`config.mk`:
```
export PLATFORM = sky130hd
export DESIGN_NAME = mmio_uart_tx
export DESIGN_NICKNAME = d
export VERILOG_FILES = /design/src/rtl/mmio_uart_tx_pkg.sv /design/src/rtl/uart_tx_fifo.sv /design/src/rtl/mmio_uart_tx.sv
export SDC_FILE = /design/constraint.sdc
export NUM_CORES = 1
export LEC_CHECK = 0
export BUFFER_PORTS_ARGS = -buffer_cell sky130_fd_sc_hd__buf_4
export CORE_MARGIN = 2
export CORE_UTILIZATION = 55
export DETAILED_ROUTE_END_ITERATION = 8
export PLACE_DENSITY_LB_ADDON = 0.08
export SLEW_MARGIN = 5
export SYNTH_ARGS = -nofsm -noshare
export SYNTH_HDL_FRONTEND = slang
export SYNTH_HIERARCHICAL = 1
export SYNTH_SLANG_ARGS = --single-unit
```
`constraint.sdc`:
```
create_clock -name clk -period 3.6 [get_ports clk]
set_input_delay 0.36 -clock clk [delete_from_list [all_inputs] [get_ports clk]]
set_output_delay 0.36 -clock clk [all_outputs]
set_load 0.02 [all_outputs]
```
`src/rtl/mmio_uart_tx_pkg.sv`:
```
// Shared definitions for the memory-mapped UART transmitter: register map,
// STATUS layout and serializer state encodings.
package mmio_uart_tx_pkg;

  // Register offsets from the block base address
  localparam logic [31:0] TXDATA_OFF = 32'h0000_0000;
  localparam logic [31:0] STATUS_OFF = 32'h0000_0004;

  // STATUS bit positions
  localparam int unsigned STAT_FULL_BIT    = 0;
  localparam int unsigned STAT_EMPTY_BIT   = 1;
  localparam int unsigned STAT_ACTIVE_BIT  = 2;
  localparam int unsigned STAT_OVF_BIT     = 3;
  localparam int unsigned STAT_CNT_LSB     = 4;
  localparam int unsigned STAT_CNT_MSB     = 7;

  // Serializer state encodings
  localparam int unsigned STATE_W = 2;
  localparam logic [1:0] ST_IDLE  = 2'd0;
  localparam logic [1:0] ST_START = 2'd1;
  localparam logic [1:0] ST_DATA  = 2'd2;
  localparam logic [1:0] ST_STOP  = 2'd3;

  // STATUS register image as seen on the load path
  typedef struct packed {
    logic [23:0] rsvd;
    logic [3:0]  cnt;
    logic        ovf;
    logic        active;
    logic        empty;
    logic        full;
  } status_t;

  // Clamp a FIFO occupancy to the 4-bit STATUS count field
  function automatic logic [3:0] sat_cnt4(input logic [31:0] cnt);
    return (cnt > 32'd15) ? 4'hF : cnt[3:0];
  endfunction

endpackage

```
`src/rtl/uart_tx_fifo.sv`:
```
// Byte FIFO feeding the UART serializer. A push while full is accepted only
// when a pop happens in the same cycle; otherwise it is silently dropped and
// the caller is expected to flag the overflow.
module uart_tx_fifo #(
  parameter int unsigned DEPTH = 8,
  parameter int unsigned WIDTH = 8,
  localparam int unsigned CNT_W = $clog2(DEPTH + 1),
  localparam int unsigned PTR_W = $clog2(DEPTH)
) (
  input  logic             clk,
  input  logic             reset,
  input  logic             push,
  input  logic [WIDTH-1:0] wdata,
  input  logic             pop,
  output logic [WIDTH-1:0] rdata,
  output logic             full,
  output logic             empty,
  output logic [CNT_W-1:0] count
);

  logic [WIDTH-1:0] mem_q [DEPTH];
  logic [PTR_W-1:0] wr_ptr_q, wr_ptr_d;
  logic [PTR_W-1:0] rd_ptr_q, rd_ptr_d;
  logic [CNT_W-1:0] count_q, count_d;
  logic             do_push;
  logic             do_pop;

  assign full  = (count_q == CNT_W'(DEPTH));
  assign empty = (count_q == '0);
  assign count = count_q;
  assign rdata = mem_q[rd_ptr_q];

  // Accept/pop qualification and pointer/count next-state
  always_comb begin
    do_pop   = pop & ~empty;
    do_push  = push & (~full | do_pop);
    wr_ptr_d = wr_ptr_q;
    rd_ptr_d = rd_ptr_q;
    count_d  = count_q + CNT_W'(do_push) - CNT_W'(do_pop);
    if (do_push) wr_ptr_d = wr_ptr_q + PTR_W'(1);
    if (do_pop)  rd_ptr_d = rd_ptr_q + PTR_W'(1);
  end

  // Pointer and occupancy registers
  always_ff @(posedge clk or negedge reset) begin
    if (!reset) begin
      wr_ptr_q <= '0;
      rd_ptr_q <= '0;
      count_q  <= '0;
    end else begin
      wr_ptr_q <= wr_ptr_d;
      rd_ptr_q <= rd_ptr_d;
      count_q  <= count_d;
    end
  end

  // Storage array; contents are meaningless while empty so no reset is needed
  always_ff @(posedge clk) begin
    if (do_push) mem_q[wr_ptr_q] <= wdata;
  end

endmodule

```
`src/rtl/mmio_uart_tx.sv`:
```
// Memory-mapped 8N1 UART transmitter snooping the M-stage store bus.
// TXDATA stores enqueue a byte; STATUS is readable and its overflow bit is
// write-one-to-clear.
module mmio_uart_tx #(
  parameter logic [31:0] BASE_ADDR    = 32'h0000_FF00,
  parameter int unsigned CLKS_PER_BIT = 16,
  parameter int unsigned FIFO_DEPTH   = 8
) (
  input  logic        clk,
  input  logic        reset,
  input  logic        MemWriteM,
  input  logic [31:0] DataAdrM,
  input  logic [31:0] WriteDataM,
  output logic [31:0] io_rdata,
  output logic        uart_tx,
  output logic        tx_busy
);

  import mmio_uart_tx_pkg::*;

  localparam int unsigned BAUD_W = (CLKS_PER_BIT > 1) ? $clog2(CLKS_PER_BIT) : 1;
  localparam int unsigned CNT_W  = $clog2(FIFO_DEPTH + 1);

  logic [STATE_W-1:0] state_q, state_d;
  logic [BAUD_W-1:0]  baud_q, baud_d;
  logic [2:0]         bit_q, bit_d;
  logic [7:0]         shift_q, shift_d;
  logic               tx_q, tx_d;
  logic               ovf_q, ovf_d;
  logic               busy_q, busy_d;

  logic               push;
  logic               push_ok;
  logic               status_hit;
  logic               status_wr;
  logic               baud_last;
  logic               fifo_pop;
  logic [7:0]         fifo_rdata;
  logic               fifo_full;
  logic               fifo_empty;
  logic [CNT_W-1:0]   fifo_count;
  logic [CNT_W-1:0]   cnt_nxt;
  status_t            status;
  logic               unused_wdata;

  // Full 32-bit address decode of the two registers
  assign push       = MemWriteM & (DataAdrM == BASE_ADDR + TXDATA_OFF);
  assign status_hit = (DataAdrM == BASE_ADDR + STATUS_OFF);
  assign status_wr  = MemWriteM & status_hit;
  assign baud_last  = (baud_q == BAUD_W'(CLKS_PER_BIT - 1));
  assign unused_wdata = ^WriteDataM[31:8];

  uart_tx_fifo #(
    .DEPTH (FIFO_DEPTH),
    .WIDTH (8)
  ) u_fifo (
    .clk   (clk),
    .reset (reset),
    .push  (push),
    .wdata (WriteDataM[7:0]),
    .pop   (fifo_pop),
    .rdata (fifo_rdata),
    .full  (fifo_full),
    .empty (fifo_empty),
    .count (fifo_count)
  );

  // Serializer next-state, line level, overflow and busy computation
  always_comb begin
    state_d  = state_q;
    baud_d   = baud_q;
    bit_d    = bit_q;
    shift_d  = shift_q;
    tx_d     = tx_q;
    ovf_d    = ovf_q;
    fifo_pop = 1'b0;

    case (state_q)
      ST_IDLE: begin
        if (!fifo_empty) begin
          fifo_pop = 1'b1;
          shift_d  = fifo_rdata;
          state_d  = ST_START;
          tx_d     = 1'b0;
          baud_d   = '0;
        end
      end
      ST_START: begin
        if (baud_last) begin
          state_d = ST_DATA;
          tx_d    = shift_q[0];
          shift_d = {1'b0, shift_q[7:1]};
          bit_d   = '0;
          baud_d  = '0;
        end else begin
          baud_d = baud_q + BAUD_W'(1);
        end
      end
      ST_DATA: begin
        if (baud_last) begin
          baud_d = '0;
          if (bit_q == 3'd7) begin
            state_d = ST_STOP;
            tx_d    = 1'b1;
          end else begin
            tx_d    = shift_q[0];
            shift_d = {1'b0, shift_q[7:1]};
            bit_d   = bit_q + 3'd1;
          end
        end else begin
          baud_d = baud_q + BAUD_W'(1);
        end
      end
      ST_STOP: begin
        if (baud_last) begin
          baud_d = '0;
          if (!fifo_empty) begin
            fifo_pop = 1'b1;
            shift_d  = fifo_rdata;
            state_d  = ST_START;
            tx_d     = 1'b0;
          end else begin
            state_d = ST_IDLE;
          end
        end else begin
          baud_d = baud_q + BAUD_W'(1);
        end
      end
      default: begin
        state_d = ST_IDLE;
        tx_d    = 1'b1;
      end
    endcase

    // Overflow: a dropped push wins over a same-cycle clear
    if (push & fifo_full & ~fifo_pop) begin
      ovf_d = 1'b1;
    end else if (status_wr & WriteDataM[STAT_OVF_BIT]) begin
      ovf_d = 1'b0;
    end

    // Busy reflects next-cycle FIFO occupancy and frame activity
    push_ok = push & (~fifo_full | fifo_pop);
    cnt_nxt = fifo_count + CNT_W'(push_ok) - CNT_W'(fifo_pop);
    busy_d  = (cnt_nxt != '0) | (state_d != ST_IDLE);
  end

  // Serializer and control registers
  always_ff @(posedge clk or negedge reset) begin
    if (!reset) begin
      state_q <= ST_IDLE;
      baud_q  <= '0;
      bit_q   <= '0;
      shift_q <= '0;
      tx_q    <= 1'b1;
      ovf_q   <= 1'b0;
      busy_q  <= 1'b0;
    end else begin
      state_q <= state_d;
      baud_q  <= baud_d;
      bit_q   <= bit_d;
      shift_q <= shift_d;
      tx_q    <= tx_d;
      ovf_q   <= ovf_d;
      busy_q  <= busy_d;
    end
  end

  // STATUS image for the load path
  always_comb begin
    status        = '0;
    status.full   = fifo_full;
    status.empty  = fifo_empty;
    status.active = (state_q != ST_IDLE);
    status.ovf    = ovf_q;
    status.cnt    = sat_cnt4(32'(fifo_count));
  end

  assign io_rdata = status_hit ? status : 32'h0;
  assign uart_tx  = tx_q;
  assign tx_busy  = busy_q;

endmodule

```
Word-level counts from Yosys, hierarchy flattened
Memory sizes are Yosys's and may differ from the RTL's.
Cells that the tools add are included.
{"block": "totals", "reg_bits": 30, "latchBits": 0, "mem_bits_rw": 64, "mem_bits_ro": 0, "in_bits": 67, "out_inout_bits": 34, "memories": 1}
{"block": "classes", "add_sub_neg": 8, "multipliers": 0, "div": 0, "order_cmp": 0, "n_eq_ne": 13, "shifts": 0, "muxes": 34, "bitwise_logic": 14, "n_reduce_logical": 11}
{"name": "u_fifo.mem_q", "depth": 8, "word_bits": 8, "read_ports": 1, "rd_clocked_by_memory_dff": 0, "write_ports": 1, "line": "uart_tx_fifo.sv:21", "rtl": "logic [WIDTH-1:0] mem_q [DEPTH];"}
{"operator": "32-bit by 16-bit equality test with 1-bit output (second input constant)", "count": 2}
{"operator": "8-bit 2-to-1 mux", "count": 6}
{"operator": "8-bit case mux with 4 select lines", "count": 1}
{"operator": "1-bit 2-to-1 mux", "count": 12}
{"operator": "2-bit 2-to-1 mux", "count": 5}
{"operator": "2-bit != test (second input constant)", "count": 5}
{"operator": "3-bit by 1-bit adder with 3-bit output (second input constant)", "count": 3}
{"operator": "3-bit 2-to-1 mux", "count": 3}
{"operator": "4-bit by 1-bit adder with 4-bit output", "count": 2}
{"operator": "1-bit AND", "count": 8}
{"operator": "4-bit equality test (second input constant)", "count": 2}
{"operator": "4-bit 2-to-1 mux", "count": 2}
{"operator": "2-bit case mux with 4 select lines", "count": 1}
{"operator": "4-bit case mux with 2 select lines", "count": 1}
{"operator": "4-bit AND reduction", "count": 2}
{"operator": "2-bit nonzero test", "count": 4}
{"operator": "4-bit by 1-bit subtractor with 4-bit output", "count": 2}
{"operator": "3-bit case mux with 2 select lines", "count": 1}
{"operator": "4-bit by 1-bit adder with 4-bit output (second input constant)", "count": 1}
{"operator": "2-bit equality test (second input constant)", "count": 2}
{"operator": "4-bit zero test", "count": 1}
{"operator": "1-bit case mux with 4 select lines", "count": 1}
{"operator": "4-bit nonzero test", "count": 1}
{"operator": "3-bit equality test (second input constant)", "count": 1}
{"operator": "7 further kinds", "count": 11}

Longest topological paths before layout
Gate-level depths: netlist of run 1.
{"block": "logic_depth", "word_depth": 10, "ltp_mapped": 12}

Cells and area by module
The synthesis of run 1 kept the hierarchy.
{"module": "uart_tx_fifo", "n_inst": 1, "cells_per_inst": 153, "area_per_inst_um2": 3093.0, "seq_area_each_um2": 2172.1}
{"module": "mmio_uart_tx", "n_inst": 1, "cells_per_inst": 181, "area_per_inst_um2": 1586.5, "seq_area_each_um2": 501.7}

Worst setup path before layout of run 1
OpenSTA, ideal clock, no wires.
{"block": "synth_path", "path_kind": "input-to-reg", "start": "input DataAdrM[1]", "end": "memory u_fifo.mem_q[4][0] (enable)", "arrival_ps": 2900, "setup_slack_ps": 306, "stages": 7, "n_path_buf": 1, "cell_sequence": "nor4b_1 > nand4_1 > or2_1 > clkbuf_1 > nor3b_1 > nand2_1 > nor4_1"}
{"block": "synth_between", "elab_chain_cells": 5}
{"element": "start, declared", "line": "mmio_uart_tx.sv:12", "rtl": "input logic [31:0] DataAdrM,"}
{"element": "32-bit by 16-bit equality test with 1-bit output", "line": "mmio_uart_tx.sv:47", "rtl": "assign push = MemWriteM & (DataAdrM == BASE_ADDR + TXDATA_OFF);"}
{"element": "1-bit AND", "line": "mmio_uart_tx.sv:47"}
{"element": "named net push", "line": "mmio_uart_tx.sv:32", "rtl": "logic push;"}
{"element": "1-bit AND", "line": "uart_tx_fifo.sv:36", "rtl": "do_push = push & (~full | do_pop);"}
{"element": "1-bit 2-to-1 mux", "line": "uart_tx_fifo.sv:59", "rtl": "if (do_push) mem_q[wr_ptr_q] <= wdata;"}
{"element": "1-bit 2-to-1 mux (not written as such)", "line": "uart_tx_fifo.sv:59"}
{"element": "end, declared", "line": "uart_tx_fifo.sv:21"}
The timed path passes the listed nets, and every way through them passes these cells.

Worst setup path in the final report of run 1
{"block": "layout_path", "start": "register state_q[0]", "end": "register busy_q, in the netlist tx_busy"}
{"block": "layout_between", "elab_chain_cells": 8}
{"element": "start, declared", "line": "mmio_uart_tx.sv:24", "rtl": "logic [STATE_W-1:0] state_q, state_d;"}
{"element": "start signal, assigned", "line": "mmio_uart_tx.sv:159", "rtl": "state_q <= state_d;"}
{"element": "2-bit equality test / 2-bit zero test (equally long branches)", "line": "mmio_uart_tx.sv:78", "rtl": "case (state_q)"}
{"element": "1-bit case mux with 2 select lines *", "line": "mmio_uart_tx.sv:78"}
{"element": "named net fifo_pop", "line": "mmio_uart_tx.sv:37", "rtl": "logic fifo_pop;"}
{"element": "1-bit OR", "line": "mmio_uart_tx.sv:143", "rtl": "push_ok = push & (~fifo_full | fifo_pop);"}
{"element": "1-bit AND", "line": "mmio_uart_tx.sv:143"}
{"element": "4-bit by 1-bit adder with 4-bit output", "line": "mmio_uart_tx.sv:144", "rtl": "cnt_nxt = fifo_count + CNT_W'(push_ok) - CNT_W'(fifo_pop);"}
{"element": "4-bit by 1-bit subtractor with 4-bit output *", "line": "mmio_uart_tx.sv:144"}
{"element": "4-bit nonzero test *", "line": "mmio_uart_tx.sv:145", "rtl": "busy_d = (cnt_nxt != '0) | (state_d != ST_IDLE);"}
{"element": "1-bit OR *", "line": "mmio_uart_tx.sv:145"}
{"element": "named net busy_d", "line": "mmio_uart_tx.sv:30", "rtl": "logic busy_q, busy_d;"}
{"element": "end signal, assigned", "line": "mmio_uart_tx.sv:165", "rtl": "busy_q <= busy_d;"}
{"element": "end, declared", "line": "mmio_uart_tx.sv:30"}
Mark *: on every way through the listed nets, which the timed path passes. The rest lies on a longest branch.
A chain may end at the register's enable or synchronous reset.

==> implementation parameters, run 1 <==
Parameter                              Value

Place
  # port buffers    52
  Half-perimeter wire length of the detailed placement result    5.67 mm
  Final Wtd Congestion    0.819

Clock tree
  Clk sink count    94
  PostCTS Resize Cnt    0
  Latest clock arrival within the worst-skew pair    0.37 ns
  Post-CTS setup-driven buffer insertion count    0
  Reg clk slew, reported paths    0.10 ns
  Cell at the root of the clock tree    clkbuf_8
  H-Tree Level Count    3
  TritonCTS clock tree    done
  Number of buffers on the longest clock path    2
  Cts bufs inserted    9

Global route
  Number of global-route vias before repair    2592
  Total Routing Usage GR    19.5%
  GR Overflow Total    0
  Number of antenna violations at the first check in global routing    0
  Maximum number of pins on one net before global-route repair    31
  Wire length of the first global-routing pass    13.1 mm

STA
  Unrepaired setup endpoints after global routing    no
  Hold Worst Slack    0.185 ns
  Number of endpoints failing setup at the final stage    0
  Period utilisation layout    86.1%
  Tightest slew margin relative to the limit    41.3%
  Fin. Hold Viols    0
  Worst Max-Slew Pin Slew    0.880 ns
  Final number of max-transition violations    0
  Maximum clock frequency    323 MHz
  Final sum of negative setup slack    0 ns
  Layout Skew    0.0153 ns
  Minimum period implied by the final worst setup slack    3.10 ns

Worst setup path
  Cells on worst reg2reg path    12
  Chain of cells forming the critical path    ha_1, a41oi_1, nor3_1, buf_4, nor2b_1, nor4b_1, ha_1, inv_1, fa_1, xor2_1, nand3b_1, or4_1
  Beginning of the critical path    state_q[0]
  Crit-path max FO    5
  Reg-to-reg endpoint    tx_busy
  Critical path startpoint category    register
  Largest incremental delay on the critical path    0.44 ns
  Cell with the largest stage delay on the worst path    dfrtp_1
  Critical Path Sink Type    register
  Critical Path Most Common Cell    ha_1
  CP required    3.85 ns
  Slack of the worst reg-to-reg path    0.50 ns
  Setup crit end    tx_busy
  Launching point of the worst reg2reg path    state_q[0]
  WP data arrival    3.35 ns
  Kind of critical path    reg2reg

Synthesis
  Area of the mapped netlist    0.00468 mm^2
  Fraction of synthesized cell area taken by the top area cell type    41.1%
  Distinct cell type count of the synthesized netlist    57
  Yosys reg bits    94
  Seq/Total Area, Yosys    57.1%
  Dominant register cell in the synthesized netlist    edfxtp_1
  Count of flip-flops with a built-in enable after synthesis    64
  Mapped Cells    334
  Share of synthesized registers carrying an async set or reset    31.9%
  Yosys warnings    6
  Area contributors post-synth    edfxtp_1, dfrtp_1, mux4_1
  Library cell occupying the most area in the post-synthesis netlist    edfxtp_1
  Mean cell area of the mapped netlist    14.0 um^2

Route
  Starting DRT DRC Count    107
  Detailed-route DRC error count    0
  1st-pass router iterations    4
  Average via count per standard cell    5.34
  Total wire length after detailed routing    8.30 mm
  Count of antenna-violating nets left after detailed routing    0
  Drt wl/cell    16.3 um
  Number of vias in the routed layout    2717

Pwr
  Areal power density over the cells    359 mW/mm^2
  Peak ir drop on the vdd network    0.000283 V
  Leakage Power    2.19 nW

Finish
  Ant. Diodes    0
  Combined area of the multi-input logic cells    0.00177 mm^2
  Fraction of layout instances using a drive strength above 1    24.3%
  Synthesis-to-finish area growth    14.1%
  Commonest cells after routing, fill and taps aside    buf_4, edfxtp_1, dfrtp_1
  Storage element area    0.00267 mm^2
  Fill cell total of the finished layout    625
  Most common cell after layout, fill and taps aside    buf_4
  Layout Nets    487

Die
  Die width    96.2 um
  Number of placement rows    33
  Initial standard-cell utilization of the core    57.0%
  Number of ports placed on the die boundary    101
  Area of the die    0.00926 mm^2
  Die height    96.2 um
  Placeable core region    0.00822 mm^2

Status
  Outcome    finished clean

Min path
  Critical hold path startpoint    DataAdrM[2]
  Worst hold path class    in2reg

Flow run
  Maximum Capacitance Violations    0
==> worst min path at each step <==
stage,endpoint,slack (ns),depth (start not counted)
after floorplan,baud_q[0],0.06,0
after global placement,baud_q[0],0.32,1
after detailed placement,baud_q[0],0.32,1
after CTS,ovf_q,0.17,2
after global routing,ovf_q,0.17,2
final,ovf_q,0.18,2
==> synth_stat cells (all sizes together) (3+ instances only) <==
| master | instances |
|---|---|
| nor4 | 6 |
| a21oi | 4 |
| o21ai | 16 |
| nand2b | 6 |
| xnor2 | 6 |
| inv | 17 |
| mux2i | 8 |
| dfrtp | 29 |
| ha | 19 |
| buf | 30 |
| and2 | 4 |
| mux4 | 16 |
| nor3 | 17 |
| edfxtp | 64 |
| nor2 | 7 |
| clkbuf | 5 |
| mux2 | 11 |
| nand4 | 5 |
| xor2 | 3 |
| nor2b | 3 |
| nand2 | 22 |
==> routing by layer <==
layer	vias to the layer above	routed length (um)	global-route usage, %
met5	-	0	0
met4	0	104	6.07
met3	8	298	4.86
met2	44	3910	30.3
met1	1320	3990	27.3
li1	1345	-	-
==> area by class of cell <==
type / count / area share, %
timing repair buffer: 66 / 9.33
inverter: 17 / 1.19
multi-input combinational: 211 / 33.2
clock inverter: 7 / 1.41
clock buffer: 9 / 2.32
tap: 105 / 2.46
sequential: 94 / 50.1
==> repair_timing <==
| item | in CTS | in global routing |
|---|---|---|
| endpoints found under the hold margin | 29 | 0 |
| hold buffers | 1 | 0 |
| setup endpoints to repair | 0 | 0 |
==> stage by stage <==
step | util [%] | setup WS [ns] | instance area, um^2 | power, mW | instances
6_report | 65.0 | 0.501 | 5340 | 1.92 | 509
3_3_place_gp | 62.4 | 0.507 | 5130 | 1.25 | 492
2_1_floorplan | - | 0.306 | 4770 | 1.22 | 357
4_1_cts | 65.0 | 0.506 | 5340 | 1.94 | 509
5_1_grt | 65.0 | 0.303 | 5340 | 1.99 | 509
3_5_place_dp | 62.4 | 0.493 | 5130 | 1.25 | 492
==> sequential cells by signal (all words and copies together) (netlist names), 2 cells and up <==
signal           count
bit_q                3
u_fifo/rd_ptr_q      3
u_fifo/mem_q        64
state_q              2
u_fifo/count         4
u_fifo/wr_ptr_q      3
baud_q               4
shift_q              8
==> report_power, final <==
group | internal [mW] | leakage (nW) | total (mW) | switching, mW
registers | 1.15 | 0.948 | 1.15 | 0.000000105
logic | 0.0314 | 1.14 | 0.0769 | 0.0455
clock network | 0.275 | 0.0985 | 0.684 | 0.409
==> worst max-delay path, delay by kind of cell (launching register included) <==
family | cells | cell delay (ns)
and+or+nand+nor | 5 | 1.06
adders and majority gates | 3 | 0.89
buffers and inverters | 2 | 0.22
xor gates and xnor gates | 1 | 0.14
DFF | 1 | 0.44
AOI/OAI and AO/OA | 1 | 0.23
==> cells by family after synthesis <==
logic type	count (synthesis)	share of synthesized area, %
multiplexers	35	13.3
AND/OR/NAND/NOR	84	9.57
adder cells (fa/ha/maj)	21	5.94
buffers and inverters	52	6.79
AO/OA/AOI/OAI	38	5.46
other	1	0.0801
XOR/XNOR	9	1.68
flip-flops	94	57.1
(Power assumes the default switching activity.)
==> inputs of run 2 (changes only) <==
Settings changed: CORE_UTILIZATION 55 to 38, HOLD_SLACK_MARGIN from default to 0.08.
==> run 2 against run 1 <==
Compared with the run above:
- register-to-register slack better by 0.07 ns
- power is 14% higher
- sequential cell count is the same
- die area up 43%
- non-clock buffer count rose by 1
- final cell count rose by 8.4%
- worst setup slack better by 0.071 ns
- hold slack better by 0.021 ns
- sequential share of layout area shrank 1.6 points
- critical endpoint unchanged
==> implementation parameters, run 2 (synthesis results as in run 1) <==
Parameter                              Value

Finish
  Synthesis-to-finish area growth    17.8%
  Most common cell after layout, fill and taps aside    buf_4
  Largest register FFs    64 (unchanged)
  Largest registers    u_fifo/mem_q (64), shift_q (8)
  Register containing the most flip-flops in the final layout    u_fifo/mem_q
  Layout Nets    488 (+0.21%)
  Ant. Diodes    0 (unchanged)
  Fraction of layout instances using a drive strength above 1    24.9% (+0.68 points)
  Commonest cells after routing, fill and taps aside    buf_4, edfxtp_1, dfrtp_1

Worst setup path
  Critical path startpoint category    register
  Kind of critical path    reg2reg
  Worst path buffer plus inverter count    4 (+2)
  Cell with the largest stage delay on the worst path    dfrtp_1
  WP data arrival    3.26 ns (-0.09 ns)
  Largest incremental delay on the critical path    0.40 ns (-0.04 ns)
  Chain of cells forming the critical path    inv_1, ha_1, nor3b_1, nor3_1, buf_4, ha_1, inv_1, ha_1, inv_1, fa_1, xor2_1, nand3b_1, or4_1
  Crit-path max FO    5 (unchanged)
  Gate family responsible for the most delay along the worst path    adder cells
  Critical Path Sink Type    register
  CP required    3.83 ns (-0.02 ns)

STA
  Final number of max-transition violations    0 (unchanged)
  Hold Worst Slack    0.206 ns (+0.0214 ns)
  Maximum clock frequency    330 MHz (+2.4%)
  Final sum of negative setup slack    0 ns (unchanged)
  Period utilisation layout    84.1% (-2.0 points)
  Fin. Hold Viols    0 (unchanged)
  Worst Max-Slew Pin Slew    0.762 ns (-0.118 ns)
  Number of endpoints failing setup at the final stage    0 (unchanged)
  Layout Skew    0.00710 ns (-0.00815 ns)
  Min setup slack post-route    0.573 ns (+0.0713 ns)
  Unrepaired setup endpoints after global routing    no
  Tightest slew margin relative to the limit    49.2% (+7.9 points)
  Minimum period implied by the final worst setup slack    3.03 ns (-0.0713 ns)

Global route
  Wire length of the first global-routing pass    14.6 mm (+11%)
  Number of antenna violations at the first check in global routing    0 (unchanged)
  Number of global-route vias before repair    2725 (+5.1%)
  GR Overflow Total    0 (unchanged)
  Total Routing Usage GR    15.0% (-4.5 points)
  Maximum number of pins on one net before global-route repair    31 (unchanged)

Flow run
  Maximum Capacitance Violations    0 (unchanged)

Pwr
  Leakage Power    2.24 nW (+2.5%)
  Sw Share    22.8% (-0.93 points)
  Seq pwr share    53.1% (-7.2 points)
  Peak ir drop on the vdd network    0.000422 V (+49%)
  Share of power burned in combinational logic    3.5% (-0.5 points)
  Clock share of power    43.4% (+7.7 points)
  Areal power density over the cells    395 mW/mm^2 (+10%)
  Cell-internal power    1.68 mW (+15%)
  Switch Pwr    0.497 mW (+9.2%)

Route
  Number of vias in the routed layout    2739 (+0.81%)
  Average via count per standard cell    4.96 (-7.0%)
  1st-pass router iterations    4 (unchanged)
  Drt wl/cell    16.3 um (+0.23%)
  Detailed-route DRC error count    0 (unchanged)
  Count of antenna-violating nets left after detailed routing    0 (unchanged)
  Total wire length after detailed routing    9.02 mm (+8.7%)
  Starting DRT DRC Count    190 (+78%)

Min path
  Worst hold path class    in2reg

Clock tree
  Reg clk slew, reported paths    0.07 ns (-0.03 ns)
  PostCTS Resize Cnt    0 (unchanged)
  H-Tree Level Count    3 (unchanged)
  TritonCTS clock tree    done
  Number of buffers on the longest clock path    2 (unchanged)
  Cell at the root of the clock tree    clkbuf_16
  Cts bufs inserted    9 (unchanged)
  Clk sink count    94 (unchanged)
  Latest clock arrival within the worst-skew pair    0.35 ns (-0.02 ns)

Place
  Worst slack after detailed placement    0.455 ns (-0.0389 ns)
  Final Wtd Congestion    0.728 (-11%)
  Half-perimeter wire length of the detailed placement result    6.25 mm (+10%)
  # port buffers    52 (unchanged)

Die
  Number of placement rows    40 (+21%)
  Area of the die    0.0132 mm^2 (+43%)
  Die height    115 um (+19%)
  Placeable core region    0.0120 mm^2 (+46%)
  Initial standard-cell utilization of the core    39.0% (-18 points)
  Number of ports placed on the die boundary    101 (unchanged)
  Die width    115 um (+19%)

Status
  Outcome    finished clean
run 2: cell types whose count changed in the layout (fill, tap and decap cells not counted), sizes merged:
cell and change:
buf +1, clkinv -1, inv +1
run 2: routing by layer:
metal	share of wire [%]	up-vias	track usage, %
li1	-	1351	-
met1	47	1327	19.2
met2	48	50	24.3
met3	3.5	11	4.01
met4	1.6	0	6.10
met5	0	-	0
run 2: final timing paths:
kind,from,end,slack (ns),depth (start not counted)
setup / recovery,u_fifo/count[2],tx_busy,0.57,13
hold / removal,DataAdrM[2],ovf_q,0.21,2
setup reg to reg,u_fifo/count[2],tx_busy,0.57,13
hold reg to reg,shift_q[4],shift_q[4],0.48,2
max in group asynchronous,reset,uart_tx,2.80,2
min in group asynchronous,reset,baud_q[0],0.48,2
run 2: area by class of cell:
class,instances,area [um^2]
clock buffers,9,225
clock inverters,7,72.6
fillers,1064,6500
inverters,17,63.8
multi-input cells,211,1790
flip-flops and latches,94,2670
well taps,147,184
repair buffers,67,505
run 2: what timing repair did:
action,in CTS,in global routing
setup buffers,0,0
endpoints found under the hold margin,29,0
hold buffers,1,0
run 2: through the flow:
stage,total power [mW],area (um^2),util [%],instances
3_5_place_dp,1.26,5200,43.3,535
5_1_grt,2.25,5510,45.9,552
4_1_cts,2.21,5510,45.9,552
6_report,2.18,5510,45.9,552
3_3_place_gp,1.25,5200,43.3,535
2_1_floorplan,1.22,4770,-,357
run 2: power by group through the flow:
| stage | Clock, mW | Sequential, mW | Combinational, mW |
|---|---|---|---|
| 2_1_floorplan | 0 | 1.18 | 0.0450 |
| 3_3_place_gp | 0 | 1.18 | 0.0754 |
| 3_5_place_dp | 0 | 1.18 | 0.0771 |
| 4_1_cts | 0.974 | 1.15 | 0.0780 |
| 5_1_grt | 1.01 | 1.15 | 0.0850 |
| 6_report | 0.945 | 1.16 | 0.0769 |
==> inputs of run 3 (changes only) <==
Clock period 3.6 ns to 2.75 ns, I/O delays scaled along.
==> run 3 against run 2 <==
Compared with the run above:
- critical path type unchanged
- non-clock buffer count grew 27
- hold slack worse by 0.067 ns
- global-route usage is 0.49 points higher
- clock power up 20%
- largest cell class unchanged
- design area grew 5.2%
- largest power group unchanged
- sequential share of layout area is 2.4 points lower
- register-to-register slack worse by 0.55 ns
- count of clock-buffer cells in the layout is 2 higher
==> implementation parameters, run 3 (synthesis results as in run 1) <==
Parameter                              Value

Place
  Half-perimeter wire length of the detailed placement result    6.53 mm (+4.5%)
  Total placed cells including tap cells    559 (+4.5%)
  Final Wtd Congestion    0.766 (+5.1%)
  # port buffers    52 (unchanged)

Finish
  Register containing the most flip-flops in the final layout    u_fifo/mem_q
  Largest register FFs    64 (unchanged)
  Largest registers    u_fifo/mem_q (64), shift_q (8)
  Synthesis-to-finish area growth    24.0%
  Most common cell after layout, fill and taps aside    buf_4
  Count of non-filler cells in the finished layout    579 (+4.9%)
  Fill cell total of the finished layout    1094 (+2.8%)
  Fraction of layout instances using a drive strength above 1    33.6% (+8.6 points)
  Commonest cells after routing, fill and taps aside    buf_4, edfxtp_1, dfrtp_1
  Layout Nets    515 (+5.5%)
  Ant. Diodes    0 (unchanged)

Route
  Length of routed wiring on met1    3.96 mm (-6.1%)
  Detailed-route DRC error count    0 (unchanged)
  Average via count per standard cell    5.06 (+2.0%)
  Wire length on met2    4.90 mm (+13%)
  Starting DRT DRC Count    140 (-26%)
  Met3 layer wire length in the routed design    356 um (+13%)
  Total wire length after detailed routing    9.34 mm (+3.6%)
  Count of antenna-violating nets left after detailed routing    0 (unchanged)
  Uppermost routed layer    met4
  1st-pass router iterations    4 (unchanged)
  Drt wl/cell    16.1 um (-1.2%)
  Number of vias in the routed layout    2930 (+7.0%)

STA
  Tightest slew margin relative to the limit    65.3% (+16 points)
  Final number of max-transition violations    0 (unchanged)
  Minimum period implied by the final worst setup slack    2.73 ns (-0.297 ns)
  Unrepaired setup endpoints after global routing    yes
  Maximum clock frequency    366 MHz (+11%)
  Fin. Hold Viols    0 (unchanged)
  Worst Max-Slew Pin Slew    0.520 ns (-0.242 ns)
  Hold Worst Slack    0.140 ns (-0.0666 ns)
  Number of endpoints failing setup at the final stage    0 (unchanged)
  Period utilisation layout    99.3% (+15 points)
  Layout Skew    0.00652 ns (-0.000583 ns)

Worst setup path
  Crit-path max FO    3 (-2)
  Critical path startpoint category    register
  WP data arrival    2.94 ns (-0.32 ns)
  CP required    2.96 ns (-0.87 ns)
  Kind of critical path    reg2reg
  Critical Path Sink Type    register

Clock tree
  H-Tree Level Count    3 (unchanged)
  Cell at the root of the clock tree    clkbuf_16
  Clk sink count    94 (unchanged)
  Latest clock arrival within the worst-skew pair    0.34 ns (about the same)
  TritonCTS clock tree    done
  Number of buffers on the longest clock path    2 (unchanged)
  Cts bufs inserted    9 (unchanged)
  Reg clk slew, reported paths    0.06 ns (about the same)

Die
  Placeable core region    0.0120 mm^2 (unchanged)
  Initial standard-cell utilization of the core    39.0% (unchanged)
  Die height    115 um (unchanged)
  Area of the die    0.0132 mm^2 (unchanged)
  Number of ports placed on the die boundary    101 (unchanged)
  Die width    115 um (unchanged)
  Number of placement rows    40 (unchanged)

Global route
  Number of global-route vias before repair    2930 (+7.5%)
  Number of antenna violations at the first check in global routing    0 (unchanged)
  GR Overflow Total    0 (unchanged)
  Total Routing Usage GR    15.5% (+0.49 points)
  Wire length of the first global-routing pass    15.1 mm (+3.7%)
  Maximum number of pins on one net before global-route repair    31 (unchanged)

Pwr
  Leakage Power    2.35 nW (+4.9%)
  Peak ir drop on the vdd network    0.000343 V (-19%)
  Areal power density over the cells    473 mW/mm^2 (+20%)

Flow run
  Maximum Capacitance Violations    0 (unchanged)

Status
  Outcome    finished clean

Min path
  Worst hold path class    in2reg
-- run 3: changes by cell type in the layout (fill, tap and decap cells not counted), moves of 3 or more --
| cell | previous run | this run |
|---|---|---|
| ha_1 | 19 | 15 |
| inv_2 | 0 | 5 |
| inv_8 | 5 | 0 |
| nor3_2 | 0 | 3 |
| inv_1 | 17 | 12 |
| buf_4 | 66 | 93 |
| nor3_1 | 17 | 13 |
-- run 3: worst max-delay path: stages, from the launching register on --
cell and delay [ns]:
dfrtp_1 0.38, inv_2 0.06, ha_4 0.16, nor3b_4 0.16, nor3_4 0.21, nor2b_2 0.07, nor4b_2 0.28, ha_2 0.24
inv_2 0.04, fa_2 0.51, nand3b_1 0.10, or4_1 0.40
-- run 3: power by group --
group	total, mW	leakage (nW)	switching (mW)	internal [mW]
logic	0.101	1.28	0.0600	0.0413
clock network	1.13	0.129	0.514	0.614
registers	1.51	0.948	0.0000000946	1.51
-- run 3: metal layers --
| metal | vias up | track usage, % |
|---|---|---|
| li1 | 1401 | - |
| met1 | 1464 | 18.8 |
| met2 | 56 | 26.4 |
| met3 | 9 | 4.22 |
| met4 | 0 | 5.62 |
| met5 | - | 0 |
-- run 3: repair_timing --
| action | CTS | global route |
|---|---|---|
| buffers inserted | 1 | 2 |
| pin swaps | 5 | 4 |
| endpoints found under the hold margin | 29 | 0 |
| hold buffers | 1 | 0 |
| resized for setup | 8 | 9 |
| endpoints found under the setup margin | 1 | 1 |
-- run 3: area by class of cell --
type,instances,area [um^2],area share (%)
clock inverters,5,33.8,0.582
flip-flops and latches,94,2670,46.1
clock buffers,11,233,4.01
multi-input cells,211,1900,32.8
inverters,17,63.8,1.10
repair buffers,94,708,12.2
well taps,147,184,3.17
-- run 3: worst paths after layout --
kind,start,end,slack [ns],cells after the start
setup / recovery,u_fifo/count[3],tx_busy,0.02,11
hold / removal,DataAdrM[2],ovf_q,0.14,2
setup reg to reg,u_fifo/count[3],tx_busy,0.02,11
hold reg to reg,shift_q[3],shift_q[3],0.49,2
max in group asynchronous,reset,uart_tx,2.01,2
min in group asynchronous,reset,baud_q[1],0.42,2
-- run 3: metrics by stage --
| step | utilization, % | TNS, ns | total power [mW] | worst slack, ns | instance area, um^2 |
|---|---|---|---|---|---|
| 2_1_floorplan | - | 0 | 1.60 | 0.0299 | 4840 |
| 3_3_place_gp | 45.3 | -0.121 | 1.64 | -0.121 | 5440 |
| 3_5_place_dp | 45.3 | -0.148 | 1.64 | -0.148 | 5440 |
| 4_1_cts | 47.9 | -0.0258 | 2.78 | -0.0258 | 5750 |
| 5_1_grt | 48.3 | -0.123 | 2.85 | -0.123 | 5800 |
| 6_report | 48.3 | 0 | 2.74 | 0.0197 | 5800 |
